## config.mk

```make
export PLATFORM = sky130hd
export DESIGN_NAME = mem_port_arbiter_flat
export DESIGN_NICKNAME = d
export VERILOG_FILES = /design/src/rtl/mem_port_arbiter_pkg.sv /design/src/rtl/mem_port_arbiter_if.sv /design/src/rtl/mem_port_arbiter_owner_pipe.sv /design/src/rtl/mem_port_arbiter.sv /design/src/flat_wrapper.sv
export SDC_FILE = /design/constraint.sdc
export NUM_CORES = 1
export LEC_CHECK = 0
export CAP_MARGIN = 15
export CORE_AREA = 2 2 105 107
export DETAILED_ROUTE_END_ITERATION = 12
export DIE_AREA = 0 0 107 109
export PLACE_DENSITY_LB_ADDON = 0.08
export REMOVE_ABC_BUFFERS = 1
export SETUP_SLACK_MARGIN = 0.05
export SLEW_MARGIN = 20
export SYNTH_ARGS = -nofsm -noshare
export SYNTH_HDL_FRONTEND = slang
export SYNTH_SLANG_ARGS = --single-unit
export TNS_END_PERCENT = 5
```

## constraint.sdc

```tcl
create_clock -name clk -period 2.18 [get_ports clk]
set_input_delay 0.218 -clock clk [delete_from_list [all_inputs] [get_ports clk]]
set_output_delay 0.218 -clock clk [all_outputs]
set_load 0.01 [all_outputs]
```

## src/rtl/mem_port_arbiter_pkg.sv

```systemverilog
// Shared types for the IF/D memory port arbiter: response owner tag and owner pipeline entry.
package mem_port_arbiter_pkg;

  localparam int MEM_LATENCY_MAX = 4;

  typedef enum logic {
    OWN_IF = 1'b0,
    OWN_D  = 1'b1
  } mem_owner_e;

  typedef struct packed {
    logic       valid;
    mem_owner_e owner;
  } owner_entry_t;

endpackage

```

## src/rtl/mem_port_arbiter_if.sv

```systemverilog
// Bundle of requester-side and memory-side signals around the shared memory port arbiter.
interface mem_port_arbiter_if #(
  parameter int ADDR_W = 32
);

  // Handshake: a requester raises *_req with stable payload and holds it until the cycle
  // its *_gnt is 1; that cycle's clk edge issues the access. Responses need no ready.
  logic              if_req;
  logic [ADDR_W-1:0] if_addr;
  logic              if_gnt;
  logic              if_rvalid;
  logic [31:0]       if_rdata;

  logic              d_req;
  logic              d_we;
  logic [ADDR_W-1:0] d_addr;
  logic [31:0]       d_wdata;
  logic [3:0]        d_be;
  logic              d_gnt;
  logic              d_rvalid;
  logic [31:0]       d_rdata;
  logic              d_misaligned;

  logic              mem_req;
  logic              mem_we;
  logic [ADDR_W-3:0] mem_addr;
  logic [31:0]       mem_wdata;
  logic [3:0]        mem_be;
  logic [31:0]       mem_rdata;

  modport slave (
    input  if_req, if_addr, d_req, d_we, d_addr, d_wdata, d_be, mem_rdata,
    output if_gnt, if_rvalid, if_rdata, d_gnt, d_rvalid, d_rdata, d_misaligned,
    output mem_req, mem_we, mem_addr, mem_wdata, mem_be
  );

  modport master (
    output if_req, if_addr, d_req, d_we, d_addr, d_wdata, d_be, mem_rdata,
    input  if_gnt, if_rvalid, if_rdata, d_gnt, d_rvalid, d_rdata, d_misaligned,
    input  mem_req, mem_we, mem_addr, mem_wdata, mem_be
  );

endinterface

```

## src/rtl/mem_port_arbiter_owner_pipe.sv

```systemverilog
// Fixed-depth shift register of response owner tags; the tail marks which port owns mem_rdata.
module owner_pipe
  import mem_port_arbiter_pkg::*;
#(
  parameter int DEPTH = 1
) (
  input  logic         clk,
  input  logic         rst,
  input  owner_entry_t push_i,
  output owner_entry_t tail_o
);

  owner_entry_t [DEPTH-1:0] stage_q;
  owner_entry_t [DEPTH-1:0] stage_d;

  always_comb begin
    stage_d    = stage_q;
    stage_d[0] = push_i;
    for (int i = 1; i < DEPTH; i++) begin
      stage_d[i] = stage_q[i-1];
    end
  end

  always_ff @(posedge clk or posedge rst) begin
    if (rst) begin
      stage_q <= '0;
    end else begin
      stage_q <= stage_d;
    end
  end

  assign tail_o = stage_q[DEPTH-1];

endmodule

```

## src/rtl/mem_port_arbiter.sv

```systemverilog
// Shares one fixed-latency memory between the IF and D requesters and routes read data back.
// Build option: define ARB_RR_EN for round-robin contention; default is D-over-IF priority.
module mem_port_arbiter
  import mem_port_arbiter_pkg::*;
#(
  parameter int MEM_LATENCY = 1,
  parameter int ADDR_W      = 32
) (
  input  logic              clk,
  input  logic              rst,
  mem_port_arbiter_if.slave bus_io
);

  if (MEM_LATENCY < 1 || MEM_LATENCY > MEM_LATENCY_MAX) begin : g_bad_latency
    $error("mem_port_arbiter: MEM_LATENCY out of range");
  end

  logic         grant_if;
  logic         grant_d;
  logic         d_wins;
  logic         mis_d;
  logic         mis_q;
  owner_entry_t push;
  owner_entry_t tail;
  logic         unused_addr_bits;

`ifdef ARB_RR_EN
  mem_owner_e last_owner_q;
  mem_owner_e last_owner_d;

  always_comb begin
    last_owner_d = last_owner_q;
    if (grant_if) begin
      last_owner_d = OWN_IF;
    end else if (grant_d) begin
      last_owner_d = OWN_D;
    end
  end

  always_ff @(posedge clk or posedge rst) begin
    if (rst) begin
      last_owner_q <= OWN_IF;
    end else begin
      last_owner_q <= last_owner_d;
    end
  end

  assign d_wins = (last_owner_q == OWN_IF);
`else
  assign d_wins = 1'b1;
`endif

  // Grants are held low during reset so nothing is issued while the owner pipe is cleared.
  always_comb begin
    grant_if = 1'b0;
    grant_d  = 1'b0;
    if (!rst) begin
      if (bus_io.d_req && (!bus_io.if_req || d_wins)) begin
        grant_d = 1'b1;
      end else if (bus_io.if_req) begin
        grant_if = 1'b1;
      end
    end
  end

  always_comb begin
    bus_io.mem_we    = 1'b0;
    bus_io.mem_addr  = '0;
    bus_io.mem_wdata = '0;
    bus_io.mem_be    = 4'h0;
    if (grant_d) begin
      bus_io.mem_we    = bus_io.d_we;
      bus_io.mem_addr  = bus_io.d_addr[ADDR_W-1:2];
      bus_io.mem_wdata = bus_io.d_wdata;
      bus_io.mem_be    = bus_io.d_be;
    end else if (grant_if) begin
      bus_io.mem_addr  = bus_io.if_addr[ADDR_W-1:2];
      bus_io.mem_be    = 4'hF;
    end
  end

  assign bus_io.if_gnt  = grant_if;
  assign bus_io.d_gnt   = grant_d;
  assign bus_io.mem_req = grant_if | grant_d;

  // Stores still shift an invalid slot so every read keeps its exact latency.
  assign push.valid = grant_if | (grant_d & ~bus_io.d_we);
  assign push.owner = grant_d ? OWN_D : OWN_IF;

  owner_pipe #(
    .DEPTH (MEM_LATENCY)
  ) u_owner_pipe (
    .clk    (clk),
    .rst    (rst),
    .push_i (push),
    .tail_o (tail)
  );

  assign bus_io.if_rvalid = tail.valid && (tail.owner == OWN_IF);
  assign bus_io.d_rvalid  = tail.valid && (tail.owner == OWN_D);
  assign bus_io.if_rdata  = bus_io.if_rvalid ? bus_io.mem_rdata : 32'h0;
  assign bus_io.d_rdata   = bus_io.d_rvalid  ? bus_io.mem_rdata : 32'h0;

  assign mis_d = grant_d && (bus_io.d_addr[1:0] != 2'b00) &&
                 ((bus_io.d_be == 4'hF) || !bus_io.d_we);

  always_ff @(posedge clk or posedge rst) begin
    if (rst) begin
      mis_q <= 1'b0;
    end else begin
      mis_q <= mis_d;
    end
  end

  assign bus_io.d_misaligned = mis_q;
  assign unused_addr_bits    = ^bus_io.if_addr[1:0];

endmodule

```

## src/flat_wrapper.sv

```systemverilog
// flat-port wrapper written by rule: the top's interface ports become plain ports
module mem_port_arbiter_flat import mem_port_arbiter_pkg::*;
#(
  parameter int MEM_LATENCY = 1,
  parameter int ADDR_W      = 32
)
  (clk, rst, bus_io_if_req, bus_io_if_addr, bus_io_d_req, bus_io_d_we, bus_io_d_addr, bus_io_d_wdata, bus_io_d_be, bus_io_mem_rdata, bus_io_if_gnt, bus_io_if_rvalid, bus_io_if_rdata, bus_io_d_gnt, bus_io_d_rvalid, bus_io_d_rdata, bus_io_d_misaligned, bus_io_mem_req, bus_io_mem_we, bus_io_mem_addr, bus_io_mem_wdata, bus_io_mem_be);
  mem_port_arbiter_if #(.ADDR_W(ADDR_W)) bus_io_i ();
  input  logic clk;
  input  logic rst;
  input wire logic [$bits(bus_io_i.if_req)-1:0] bus_io_if_req;
  input wire logic [$bits(bus_io_i.if_addr)-1:0] bus_io_if_addr;
  input wire logic [$bits(bus_io_i.d_req)-1:0] bus_io_d_req;
  input wire logic [$bits(bus_io_i.d_we)-1:0] bus_io_d_we;
  input wire logic [$bits(bus_io_i.d_addr)-1:0] bus_io_d_addr;
  input wire logic [$bits(bus_io_i.d_wdata)-1:0] bus_io_d_wdata;
  input wire logic [$bits(bus_io_i.d_be)-1:0] bus_io_d_be;
  input wire logic [$bits(bus_io_i.mem_rdata)-1:0] bus_io_mem_rdata;
  output wire logic [$bits(bus_io_i.if_gnt)-1:0] bus_io_if_gnt;
  output wire logic [$bits(bus_io_i.if_rvalid)-1:0] bus_io_if_rvalid;
  output wire logic [$bits(bus_io_i.if_rdata)-1:0] bus_io_if_rdata;
  output wire logic [$bits(bus_io_i.d_gnt)-1:0] bus_io_d_gnt;
  output wire logic [$bits(bus_io_i.d_rvalid)-1:0] bus_io_d_rvalid;
  output wire logic [$bits(bus_io_i.d_rdata)-1:0] bus_io_d_rdata;
  output wire logic [$bits(bus_io_i.d_misaligned)-1:0] bus_io_d_misaligned;
  output wire logic [$bits(bus_io_i.mem_req)-1:0] bus_io_mem_req;
  output wire logic [$bits(bus_io_i.mem_we)-1:0] bus_io_mem_we;
  output wire logic [$bits(bus_io_i.mem_addr)-1:0] bus_io_mem_addr;
  output wire logic [$bits(bus_io_i.mem_wdata)-1:0] bus_io_mem_wdata;
  output wire logic [$bits(bus_io_i.mem_be)-1:0] bus_io_mem_be;
  assign bus_io_i.if_req = bus_io_if_req;
  assign bus_io_i.if_addr = bus_io_if_addr;
  assign bus_io_i.d_req = bus_io_d_req;
  assign bus_io_i.d_we = bus_io_d_we;
  assign bus_io_i.d_addr = bus_io_d_addr;
  assign bus_io_i.d_wdata = bus_io_d_wdata;
  assign bus_io_i.d_be = bus_io_d_be;
  assign bus_io_i.mem_rdata = bus_io_mem_rdata;
  assign bus_io_if_gnt = bus_io_i.if_gnt;
  assign bus_io_if_rvalid = bus_io_i.if_rvalid;
  assign bus_io_if_rdata = bus_io_i.if_rdata;
  assign bus_io_d_gnt = bus_io_i.d_gnt;
  assign bus_io_d_rvalid = bus_io_i.d_rvalid;
  assign bus_io_d_rdata = bus_io_i.d_rdata;
  assign bus_io_d_misaligned = bus_io_i.d_misaligned;
  assign bus_io_mem_req = bus_io_i.mem_req;
  assign bus_io_mem_we = bus_io_i.mem_we;
  assign bus_io_mem_addr = bus_io_i.mem_addr;
  assign bus_io_mem_wdata = bus_io_i.mem_wdata;
  assign bus_io_mem_be = bus_io_i.mem_be;
  mem_port_arbiter #(.MEM_LATENCY(MEM_LATENCY), .ADDR_W(ADDR_W)) u_core (.clk(clk), .rst(rst), .bus_io(bus_io_i));
endmodule
```

======== Word level (Yosys, flattened, before mapping) ========
Index checks and enable logic that the tools add are counted.
word-level totals
  register bits after elaboration ......... 3
  bits of input ports ..................... 137
  word-level logic and storage cells ...... 30
  output and inout bits ................... 137
operators by class
  reduce and logical (&&, ||, !) cells .... 7
  eq/ne operators ......................... 1
  multiplexer cells ....................... 14
  bitwise operators ....................... 5
operators by type and width
  kind                number
  $mux 32             3
  $mux 30             2
  $mux 4              2
  $mux 1              7
  $eq 4x4->1 const B  1
  $logic_and 1x1->1   4
  $not 1->1           2
  $or 1x1->1          2
  $reduce_bool 2->1   1
  $and 1x1->1         1
  $logic_not 1->1     1
  $logic_or 1x1->1    1

======== Longest topological paths before layout ========
  depth in word-level cells ............... 5
  depth in mapped cells ................... 5
  mapped depth without buffers ............ 2

======== By module ========
Synthesis repeated with hierarchy kept, for this count alone.
second synthesis, totals
  cell total of the unflattened synthesis .. 171
  area total of the unflattened synthesis .. 1194.9 um2
modules (own cells, without submodules)
  module            times used  seq. area each (um2)  cells an instance  area an instance (um2)
  mem_port_arbiter  1           25.0                  168                1141.1
  owner_pipe        1           50.0                  3                  53.8

======== Worst setup path before layout ========
OpenSTA, ideal clock, no wires.
  path type ............................... register to output
  from .................................... reg u_core.u_owner_pipe.stage_q (netlist bit u_core.u_owner_pipe.tail_o[0])
  to ...................................... out bus_io_if_rdata[0]
  setup slack ............................. 926 ps
  required time ........................... 1962 ps
  buffers on the path ..................... 1
  arrival time ............................ 1036 ps
  cell stages (with the launch flop) ...... 4
  path through ............................ dfrtp_1 and2b_1 clkbuf_1 and2_1
between the ends
  word-level cells in the longest chain between the ends .. 3
ends and longest elaborated chain
  item                    line                               text
  start, declared         mem_port_arbiter_owner_pipe.sv:13  owner_entry_t [DEPTH-1:0] stage_q;
  start signal, assigned  mem_port_arbiter_owner_pipe.sv:28  stage_q <= stage_d;
  $not 1->1               mem_port_arbiter.sv:99             assign bus_io.if_rvalid = tail.valid && (tail.owner == OWN_IF);
  $logic_and 1x1->1       mem_port_arbiter.sv:99
  $mux 32                 mem_port_arbiter.sv:101            assign bus_io.if_rdata = bus_io.if_rvalid ? bus_io.mem_rdata : 32'h0;
  end, declared           flat_wrapper.sv:21                 output wire logic [$bits(bus_io_i.if_rdata)-1:0] bus_io_if_rdata;
Every way passes these cells.

======== Worst setup path in the final report ========
  from .................................... in bus_io_if_req
  to ...................................... out bus_io_mem_addr[13]
between the ends
  word-level cells in the longest chain between the ends .. 5
ends and longest elaborated chain
  item             line                    text
  start, declared  flat_wrapper.sv:11      input wire logic [$bits(bus_io_i.if_req)-1:0] bus_io_if_req;
  $mux 1           mem_port_arbiter.sv:60  end else if (bus_io.if_req) begin
  $mux 1           mem_port_arbiter.sv:58  if (bus_io.d_req && (!bus_io.if_req || d_wins)) begin
  $mux 1           mem_port_arbiter.sv:57  if (!rst) begin
  $mux 30          mem_port_arbiter.sv:76  end else if (grant_if) begin
  $mux 30          mem_port_arbiter.sv:71  if (grant_d) begin
  end, declared    flat_wrapper.sv:28      output wire logic [$bits(bus_io_i.mem_addr)-1:0] bus_io_mem_addr;
Every way passes these cells.

==> impl_metrics.csv <==
group,metric,value,unit
timing,setup_viol,0,
route,post_drt_wl_per_cell,14.6,µm
die,num_rows,38,
global_routing,antenna_found_initial,0,
logic_synthesis,synthMuxAreaShare,0,%
logic_synthesis,syn_inst,170,
logic_synthesis,synth_area_per_cell,7.16,µm²
worst_setup_path,worst-endpoint-arrival,1.87,ns
route,vias,2283,
route,first_iter_violations,94,
logic_synthesis,ys_async_sr_fraction,100,%
worst_setup_path,required,1.96,ns
worst_setup_path,crit_path_frequent_cell,"clkdlybuf4s50_1",
pwr,power.density,219,mW/mm²
layout,fill_cells,1061,
die,core_region_area,0.0106,mm²
global_routing,grt_max_degree,34,
timing,rsz0062_at_grt,"yes",
timing,hold_violations,0,
layout,area_growth,237,%
worst_setup_path,max_stage_delay,0.56,ns
timing,worstMarginPinSlew,0.435,ns
die,die_w,107,µm
clocking,cts.htree.levels,1,
logic_synthesis,synth_top_family_by_area,"simple AND/OR/NAND/NOR gates",
pwr,p_total,0.899,mW
layout,multi_input_area,968,µm²
route,first_pass_iters,4,
pwr,ir_worst_vdd,0.135,mV
logic_synthesis,synth_top_area_share,33.9,%
logic_synthesis,synth_edf_count,0,
place,gp_congestion,0.709,
clocking,numCtsBuffers,3,
global_routing,grt_pass1_wl,11.7,mm
layout,ff_latch_area,75.1,µm²
route,ant_nets,0,
route,drc,0,
layout,diodes,0,
timing,finalSetupTns,0,ns
place,portBuffers,271,
logic_synthesis,synth_area,0.00122,mm²
die,fp.dieH,109,µm
clocking,cts_tree,"built",
logic_synthesis,yosysTopAreaCell,"and2_1",
global_routing,track_usage,12.6,%
die,io_pins,274,
logic_synthesis,seq_area_frac_synth,6.17,%
timing,slew_viol_final,0,
logic_synthesis,post_synth_and_or_nand_nor_area_fraction,54.5,%
worst_setup_path,cpMaxStageDelayCell,"clkdlybuf4s50_1",
logic_synthesis,synth_area_leaders,"and2_1, a22o_1, and3_1, buf_6, dfrtp_1",
global_routing,grt_pass1_vias,2295,
clocking,cts_sinks,3,
worst_setup_path,cp_cell_sequence,"clkdlybuf4s50_1 -> nor3b_4 -> buf_12 -> a22o_1 -> clkdlybuf4s50_1",
logic_synthesis,synth.distinct_cells,18,
timing,fmax,0.480,GHz
global_routing,grt.overflow.total,0,
hold_path,hold_path.class,"input pin to async pin",
logic_synthesis,synth_compound_area_share,25.1,%
logic_synthesis,synth_most_common_cell,"and2_1",
clocking,clock_path_buffers,2,
logic_synthesis,synth-seq-cells,3,
logic_synthesis,synthXorXnorAreaFrac,0,%
clocking,post_cts_buffers,0,
worst_setup_path,crit_start,"bus_io_if_req",
worst_setup_path,endpoint_kind,"output port",
logic_synthesis,synth.cells.most_frequent,"and2_1, and3_1, a22o_1, buf_6, clkbuf_1",
worst_setup_path,crit_fanout,31,
place,post-dp-hpwl,7.29,mm
clocking,root_buffer,"clkbuf_8",
run,cap_violations,0,
layout,drive_gt1_share,3.46,%
clocking,clk_pin_slew,0.03,ns
timing,slew-limit-headroom,70.9,%
timing,fin_crit,2.09,ns
die,dieArea,0.0117,mm²
timing,period_share,95.6,%
route,drt-total-wl,8.39,mm
outcome,status,"complete, no violations",
logic_synthesis,synth_fa_ha_area_share,0,%
logic_synthesis,synth_flop_cell,"dfrtp_1",
route,vias_per_cell,3.98,
layout,nets,572,
worst_setup_path,cp-start-kind,"input pin",
die,initial_utilization,11.5,%
worst_setup_path,crit_type,"input pin to output port",
logic_synthesis,synth-warning-count,0,
pwr,power.leakage,1.71,nW
[critical path: cells and delay by family]
family,cells,cell delay (ns)
simple gates,1,0.22
buf+inv,3,1.25
compound gates,1,0.17
[sequential cells by signal, indices dropped and copies added, names as in the netlist]
register                    count
u_core.u_owner_pipe.tail_o      2
u_core.bus_io.d_misaligned      1
[report_power, final]
group	total, mW	internal, mW	switching (mW)
registers	0.0600	0.0590	0.00104
clock network	0.160	0.125	0.0352
logic	0.679	0.455	0.224
[stage by stage]
| step | util (%) | area, µm² | instances | setup slack, ns | hold slack [ns] |
|---|---|---|---|---|---|
| global route | 38.7 | 4110 | 574 | 0.0275 | 0.264 |
| global placement | 38.3 | 4060 | 570 | -0.0716 | 0.737 |
| floorplan | - | 1070 | 150 | 0.562 | -0.0284 |
| detailed placement | 38.3 | 4060 | 570 | -0.0769 | 0.737 |
| finish | 38.7 | 4110 | 574 | 0.0949 | 0.242 |
| CTS | 38.7 | 4100 | 574 | 0.0352 | 0.254 |
[per-layer routing]
metal | vias up | global-route usage, % | wire length (µm)
li1 | 1121 | - | -
met4 | 0 | 1.39 | 12
met1 | 1000 | 11.9 | 2800
met2 | 160 | 25.8 | 4490
met5 | - | 0 | 0
met3 | 2 | 5.38 | 1080
[cell usage in the layout (no fill, tap or decap), types with 3 or more instances in the layout]
cell type,instances
buf_12,3
and3_1,32
dfrtp_1,3
buf_4,6
inv_1,7
and2_1,66
clkdlybuf4s50_1,267
clkbuf_8,3
a21oi_1,5
dlygate4sd2_1,3
a22o_1,29
[cell families (layout without fill, tap and decap cells)]
kind of cell | count (synthesis) | in the layout
and+or+nand+nor | 103 | 103
AOI/OAI and AO/OA | 37 | 37
DFF | 3 | 3
buffers and inverters | 27 | 291
[layout make-up]
cell class                      count  share of cell area (%)
Clock buffer                        4                    1.10
Inverter                            7                   0.640
Multi-Input combinational cell    140                    23.6
Sequential cell                     3                    1.83
Tap cell                          140                    4.27
Timing Repair Buffer              280                    68.6
[repair_timing]
| item | 4_1_cts | 5_1_grt |
|---|---|---|
| resized for setup | 3 | 1 |
| setup endpoints to repair | 63 | 5 |
| hold buffers | 0 | 0 |
[worst max-delay path by stage]
stage	to	slack, ns	cells past startpoint
finish	bus_io_mem_addr[13]	0.09	5
global route	bus_io_mem_addr[1]	0.03	5
CTS	bus_io_mem_addr[7]	0.04	5
detailed placement	bus_io_mem_addr[7]	-0.08	5
global placement	bus_io_mem_wdata[28]	-0.07	5
floorplan	bus_io_if_rdata[0]	0.56	2
Power figures use the tool's default switching activity.
